`config.mk`:
```
export PLATFORM = sky130hd
export DESIGN_NAME = result_buffer
export DESIGN_NICKNAME = d
export VERILOG_FILES = /design/src/rtl/result_pkg.sv /design/src/rtl/result_buffer_row_fifo.sv /design/src/rtl/result_buffer.sv
export SDC_FILE = /design/constraint.sdc
export NUM_CORES = 1
export LEC_CHECK = 0
export CORE_UTILIZATION = 55
export DETAILED_ROUTE_END_ITERATION = 8
export GPL_ROUTABILITY_DRIVEN = 1
export GPL_TIMING_DRIVEN = 0
export PLACE_DENSITY = 0.77
export SLEW_MARGIN = 20
export SYNTH_ARGS = -nofsm -noshare
export SYNTH_HDL_FRONTEND = slang
export SYNTH_SLANG_ARGS = --single-unit
```
`constraint.sdc`:
```
create_clock -name clk -period 31.2 [get_ports clk]
set_clock_uncertainty 0.1 [all_clocks]
set_input_delay 6.24 -clock clk [delete_from_list [all_inputs] [get_ports clk]]
set_output_delay 6.24 -clock clk [all_outputs]
set_load 0.1 [all_outputs]
```
`src/rtl/result_pkg.sv`:
```
// Shared types and helpers for the systolic-array result buffer.
package result_pkg;

  typedef enum logic [1:0] {
    IDLE,
    COLLECT,
    DRAIN
  } rb_state_t;

  // Column j leaves the array j cycles after column 0, so it needs N-1-j delay stages.
  function automatic int unsigned deskew_depth(input int unsigned n, input int unsigned j);
    return n - 1 - j;
  endfunction

endpackage

```
`src/rtl/result_buffer_row_fifo.sv`:
```
// Circular row FIFO with explicit occupancy count; head row is always presented on rdata.
module row_fifo #(
  parameter int DEPTH = 4,
  parameter int WIDTH = 64
) (
  input  logic                       clk,
  input  logic                       reset,
  input  logic                       push,
  input  logic                       pop,
  input  logic [WIDTH-1:0]           wdata,
  output logic [WIDTH-1:0]           rdata,
  output logic                       empty,
  output logic                       full,
  output logic [$clog2(DEPTH+1)-1:0] count
);

  localparam int PTR_W = (DEPTH > 1) ? $clog2(DEPTH) : 1;
  localparam int CNT_W = $clog2(DEPTH+1);

  logic [DEPTH-1:0][WIDTH-1:0] mem;
  logic [PTR_W-1:0]            wptr;
  logic [PTR_W-1:0]            rptr;
  logic                        do_push;
  logic                        do_pop;

  assign do_push = push && !full;
  assign do_pop  = pop && !empty;
  assign empty   = (count == '0);
  assign full    = (count == CNT_W'(DEPTH));
  assign rdata   = mem[rptr];

  always_ff @(posedge clk or posedge reset) begin
    if (reset) begin
      mem   <= '0;
      wptr  <= '0;
      rptr  <= '0;
      count <= '0;
    end else begin
      if (do_push) begin
        mem[wptr] <= wdata;
        wptr      <= (wptr == PTR_W'(DEPTH-1)) ? '0 : wptr + 1'b1;
      end
      if (do_pop) begin
        rptr <= (rptr == PTR_W'(DEPTH-1)) ? '0 : rptr + 1'b1;
      end
      case ({do_push, do_pop})
        2'b10:   count <= count + 1'b1;
        2'b01:   count <= count - 1'b1;
        default: count <= count;
      endcase
    end
  end

endmodule

```
`src/rtl/result_buffer.sv`:
```
// De-skews partial sums from the systolic array bottom row, buffers one result
// matrix in a row FIFO and drains it over valid/ready, pulsing done at the end.
module result_buffer
  import result_pkg::*;
#(
  parameter int MATRIX_SIZE = 2,
  parameter int DATA_SIZE   = 32,
  parameter int DEPTH       = 4
) (
  input  logic                 clk,
  input  logic                 reset,
  input  logic                 start,
  input  logic                 in_valid,
  input  logic [DATA_SIZE-1:0] psum_in  [MATRIX_SIZE],
  output logic                 out_valid,
  input  logic                 out_ready,
  output logic [DATA_SIZE-1:0] out_data [MATRIX_SIZE],
  output logic                 busy,
  output logic                 done
);

  localparam int ROW_W  = MATRIX_SIZE * DATA_SIZE;
  localparam int CNT_W  = $clog2(MATRIX_SIZE+1);
  localparam int FCNT_W = $clog2(DEPTH+1);

  if (DEPTH < MATRIX_SIZE) begin : g_depth_check
    $error("result_buffer: DEPTH must be >= MATRIX_SIZE");
  end

  rb_state_t         state;
  logic [CNT_W-1:0]  row_cnt;
  logic              collect;
  logic              row_valid;
  logic              push;
  logic              pop;
  logic [ROW_W-1:0]  wrow;
  logic [ROW_W-1:0]  rrow;
  logic              fifo_empty;
  logic              fifo_full;
  logic [FCNT_W-1:0] fifo_count;

  assign collect = (state == COLLECT);

  // Valid is gated at entry so rows presented outside COLLECT never reach the FIFO.
  if (MATRIX_SIZE > 1) begin : g_vpipe
    localparam int VW = MATRIX_SIZE - 1;
    logic [VW-1:0] vpipe;

    always_ff @(posedge clk or posedge reset) begin
      if (reset) vpipe <= '0;
      else       vpipe <= (vpipe << 1) | VW'(in_valid && collect);
    end

    assign row_valid = vpipe[VW-1];
  end else begin : g_vdirect
    assign row_valid = in_valid && collect;
  end

  for (genvar j = 0; j < MATRIX_SIZE; j++) begin : g_col
    localparam int unsigned D = deskew_depth(MATRIX_SIZE, j);

    if (D == 0) begin : g_pass
      assign wrow[j*DATA_SIZE +: DATA_SIZE] = psum_in[j];
    end else begin : g_dly
      logic [D-1:0][DATA_SIZE-1:0] sr;

      always_ff @(posedge clk or posedge reset) begin
        if (reset) sr <= '0;
        else       sr <= (sr << DATA_SIZE) | (D*DATA_SIZE)'(psum_in[j]);
      end

      assign wrow[j*DATA_SIZE +: DATA_SIZE] = sr[D-1];
    end

    assign out_data[j] = rrow[j*DATA_SIZE +: DATA_SIZE];
  end

  assign push      = row_valid && collect && !fifo_full;
  assign out_valid = (fifo_count != '0);
  assign pop       = out_valid && out_ready;

  row_fifo #(
    .DEPTH(DEPTH),
    .WIDTH(ROW_W)
  ) u_fifo (
    .clk  (clk),
    .reset(reset),
    .push (push),
    .pop  (pop),
    .wdata(wrow),
    .rdata(rrow),
    .empty(fifo_empty),
    .full (fifo_full),
    .count(fifo_count)
  );

  always_ff @(posedge clk or posedge reset) begin
    if (reset) begin
      state   <= IDLE;
      row_cnt <= '0;
      busy    <= 1'b0;
      done    <= 1'b0;
    end else begin
      done <= 1'b0;
      case (state)
        IDLE: begin
          if (start) begin
            state   <= COLLECT;
            row_cnt <= '0;
            busy    <= 1'b1;
          end
        end
        COLLECT: begin
          if (push) begin
            row_cnt <= row_cnt + 1'b1;
            if (row_cnt == CNT_W'(MATRIX_SIZE-1)) state <= DRAIN;
          end
        end
        DRAIN: begin
          if (fifo_empty && !pop) begin
            state <= IDLE;
            busy  <= 1'b0;
            done  <= 1'b1;
          end
        end
        default: begin
          state <= IDLE;
          busy  <= 1'b0;
        end
      endcase
    end
  end

endmodule

```
# After elaboration in Yosys (flattened, before gate mapping)
# Cells that the tools add are included.
# op_classes
addsub,5
magnitude_cmp,3
n_eq_ne,12
muxes,21
bitwise_logic,1
reduce_logical,19
# op_table
cell,n
256-bit bitwise mux,1
64-bit binary-select mux with 2-bit select,1
64-bit demux with 2-bit select,1
64-bit 2-to-1 mux,2
2-bit 2-to-1 mux,8
2-bit equality test (second input constant),4
1-bit logical AND,8
2-bit by 1-bit adder with 2-bit output (second input constant),3
2-bit by 1-bit equality test with 1-bit output (second input constant),3
2-bit by 3-bit less-than comparator with 1-bit output (second input constant),2
2-bit one-hot mux with 3 select lines,1
3-bit one-hot mux with 2 select lines,1
3-bit AND reduction,2
1-bit 2-to-1 mux,4
2-bit by 1-bit inequality test with 1-bit output (second input constant),2
2-bit inequality test (second input constant),2
2-bit one-hot mux with 2 select lines,1
4-bit AND reduction,1
2-bit nonzero test,2
3-bit by 1-bit adder with 3-bit output (second input constant),1
3-bit equality test (second input constant),1
1-bit logical NOT,3
3-bit logical NOT,1
1-bit one-hot mux with 3 select lines,1
other kinds (5),5
# totals
regBits,302
input_bits,69
out_inout_bits,67
elab_cells,74

# Depth between registers and ports, before layout
# depth
word_depth,6
mapped_depth,10
mapped_depth_nobuf,9

# By module
# From an unflattened synthesis, not the netlist that was laid out.
# unflattened
cells_unflattened,722
area_unflattened_um2,12738.5
# by_module_without_submodules
mod,n_inst,cells_per_inst,area_each_um2,seq_area_each_um2
row_fifo,1,658,11572.3,6581.3
result_buffer,1,64,1166.1,975.9

# Worst setup path before layout
# Ideal clock, no wire load.
# synth_path
path_type,reg-to-output
start,reg u_fifo.rptr[0]
end,out out_data[0] in the netlist's numbering
arrival_ns,1.733
setup_slack_ns,23.127
stages_incl_launch_ff,4
n_path_buf,2
cell_sequence,dfrtp_1 -> buf_2 -> buf_2 -> mux4_2
# synth_rtl
item,line,source
start: declaration,result_buffer_row_fifo.sv:22,logic [PTR_W-1:0] rptr;
start signal: assignment,result_buffer_row_fifo.sv:44,rptr <= (rptr == PTR_W'(DEPTH-1)) ? '0 : rptr + 1'b1;
end: declaration,result_buffer.sv:17,"output logic [DATA_SIZE-1:0] out_data [MATRIX_SIZE],"

==> out/metrics.yaml <==
status:
  status: "finished clean"
cells_and_area:
  nets: 969
  area_growth_syn_to_layout_pct: 21.7
  drive_above_1_share: 0.430
  fillers: 1430
logic_synthesis:
  synth-compound-area-share: 0.00354
  synth-seq-cells: 302
  postSynthAreaPerCell_sq_um: 17.6
  syn_inst: 722
  ys_async_sr_fraction: 1.00
  ys_seq_area_frac: 0.595
  synth-main-ff-cell: "dfrtp_1"
  synth.most_common_cell: "dfrtp_1"
  synth_top_family_by_area: "multiplexers"
  yosys.area.top_type_share: 0.595
  synth.cell_area_sq_um: 12700
  synth_fa_ha_area_frac: 0.00847
  syn-num-nets: 799
  ys_warn_count: 0
  synth.area.mux_share: 0.345
  yosys-top-cells-area: "dfrtp_1 59%, mux2_2 21%, mux4_2 11%, buf_6 2.1%, mux2_1 1.9%"
  synth_xor_area_frac: 0.00207
  yosysTopAreaCell: "dfrtp_1"
  synth_edf_count: 0
  yosys-top-cells-count: "302 x dfrtp_1, 238 x mux2_2, 64 x mux4_2"
  synth_simple_gate_area_frac: 0.0156
  ys_types: 33
timing:
  post-route-period-util: 0.321
  relSlewSlack: 0.299
  rsz0062_at_grt: "false"
  slew_viol_final: 0
  fmax_mhz: 99.7
  fin_crit_ns: 10.03
  fin_setup_tns_ns: 0
  layout_setup_ws_ns: 21.17
  setup_viol: 0
  hold_viol: 0
  max_slew.worst_pin.slew_ns: 1.05
min_path:
  min_path_cells: 1
  min_from: "u_fifo.mem[41]$_DFFE_PP0P_"
  hold_end: "u_fifo.mem[41]$_DFFE_PP0P_"
  min_path_type: "reg2reg"
detailed_routing:
  drc: 0
  drt-initial-drc-count: 280
  vias_per_cell: 5.75
  wirelength_mm: 26.0
  drt-pass1-iter-count: 4
  num_vias: 6895
  avgRoutedWirePerCell_microns: 21.6
  drtAntennaViolNets: 0
global_routing:
  grt_use_total: 0.229
  use_met2: 0.394
  grt_util_met1: 0.307
  gr-total-overflow: 0
  grt.busiest_layer: "met2"
  antenna_found_initial: 2
  use_met3: 0.0341
  grt_pass1_wl_mm: 42.0
  first_global_vias: 7739
  grt_start_max_net_pins: 113
cts:
  cts_tree: "yes"
  cts_root_buf: "clkbuf_16"
  cts_buffer_depth: 3
  cts_buffers: 31
  clock_latency_ns: 0.55
  clk_pin_slew_ns: 0.06
  cts.sinks: 302
  post_cts_buffers: 0
  postCtsResizedCells: 0
  htreeDepth: 1
  holdBufCountCts: 0
worst_setup_path:
  ff2ff_path_depth: 9
  r2r_end: "u_fifo.count[2]$_DFFE_PP0P_"
  critPathLaunchType: "register"
  end_kind: "primary output"
  rrSetupSlack_ns: 28.80
  critPathKind: "reg2out"
  cp.required_ns: 24.86
  timing.rr.start: "u_fifo.count[0]$_DFFE_PP0P_"
  crit_arrival_ns: 3.69
  crit_fanout: 10
  startpoint: "u_fifo.rptr[1]$_DFFE_PP0P_"
floorplanning:
  die_w_microns: 154
  rows: 55
  pin_count: 136
  dieHeight_microns: 154
  core_area_sq_um: 22600
  start_util: 0.561
  dieArea_sq_um: 23700
placement:
  place_ws_ns: 21.68
  io_buffers: 135
  place.gp.congestion: 0.748
  dp_hpwl_mm: 17.5
run:
  cap_violations: 0
## layout make-up
type,count,area [sq um],share of cell area
inverter,9,41.3,0.00267
clock buffer,47,946,0.0611
multi-input combinational,368,4760,0.307
tap,285,357,0.0230
timing repair buffer,137,1410,0.0909
sequential,302,7560,0.488
buffer,43,363,0.0235
antenna,2,5.00,0.000323
clock inverter,7,41.3,0.00267
## state kept, by name (all words and copies together), names as in the netlist
signal and cells:
busy 1, done 1, g_col.g_dly.sr 32, g_vpipe.vpipe 1
row_cnt 2, state 2, u_fifo.count 3, u_fifo.mem 256
u_fifo.rptr 2, u_fifo.wptr 2
## worst max-delay path, stage by stage, from the launching register on
cell             delay [ns]
dfrtp_1                0.37
clkbuf_1               0.59
buf_1                  0.64
mux4_2                 0.38
clkdlybuf4s50_1        1.15
## metal layers
metal / vias up / wire [microns]
li1: 3026 / -
met4: 0 / 589
met3: 35 / 1020
met1: 3673 / 11000
met5: - / 0
met2: 161 / 13300
## cells in the final DEF, fill, tap and decap left out, types with 2 or more instances in the layout
cell / n
dfrtp_1: 302
mux2_2: 238
clkdlybuf4s50_1: 135
mux4_2: 64
clkbuf_16: 31
buf_6: 24
mux2_1: 22
clkbuf_1: 11
clkbuf_8: 11
inv_1: 8
buf_2: 8
ha_1: 7
nand2_1: 6
clkinv_2: 5
nor2_1: 4
nand4_4: 4
buf_4: 3
diode_2: 2
and2_1: 2
o211ai_1: 2
buf_1: 2
xor2_1: 2
nand4_1: 2
buf_16: 2
## worst max path at each step
stage | end | cells past startpoint
2_1_floorplan | busy$_DFFE_PP0P_ | 1
3_3_place_gp | g_col[0].g_dly.sr[11]$_DFF_PP0_ | 2
3_5_place_dp | out_data[25] | 4
4_1_cts | out_data[46] | 4
5_1_grt | out_data[46] | 4
6_report | out_data[25] | 4
## cell families after synthesis
group / after synthesis
flip-flops: 302
AND/OR/NAND/NOR: 25
adder cells (fa/ha/maj): 8
AO/OA/AOI/OAI: 7
multiplexers: 325
XOR/XNOR: 3
buffers and inverters: 52
## metrics by stage
stage | cells | area, sq um | hold slack (ns) | util
6_report | 1200 | 15500 | 0.392 | 0.683
3_5_place_dp | 1144 | 14500 | 0.381 | 0.640
3_3_place_gp | 1142 | 14400 | 0.363 | 0.637
5_1_grt | 1199 | 15500 | 0.410 | 0.683
4_1_cts | 1198 | 15500 | 0.395 | 0.683
2_1_floorplan | 722 | 12700 | 0.346 | -
Power is left out: the tool's default activity adds up to more than one toggle a clock period on the data nets, which glitch-free logic cannot reach.
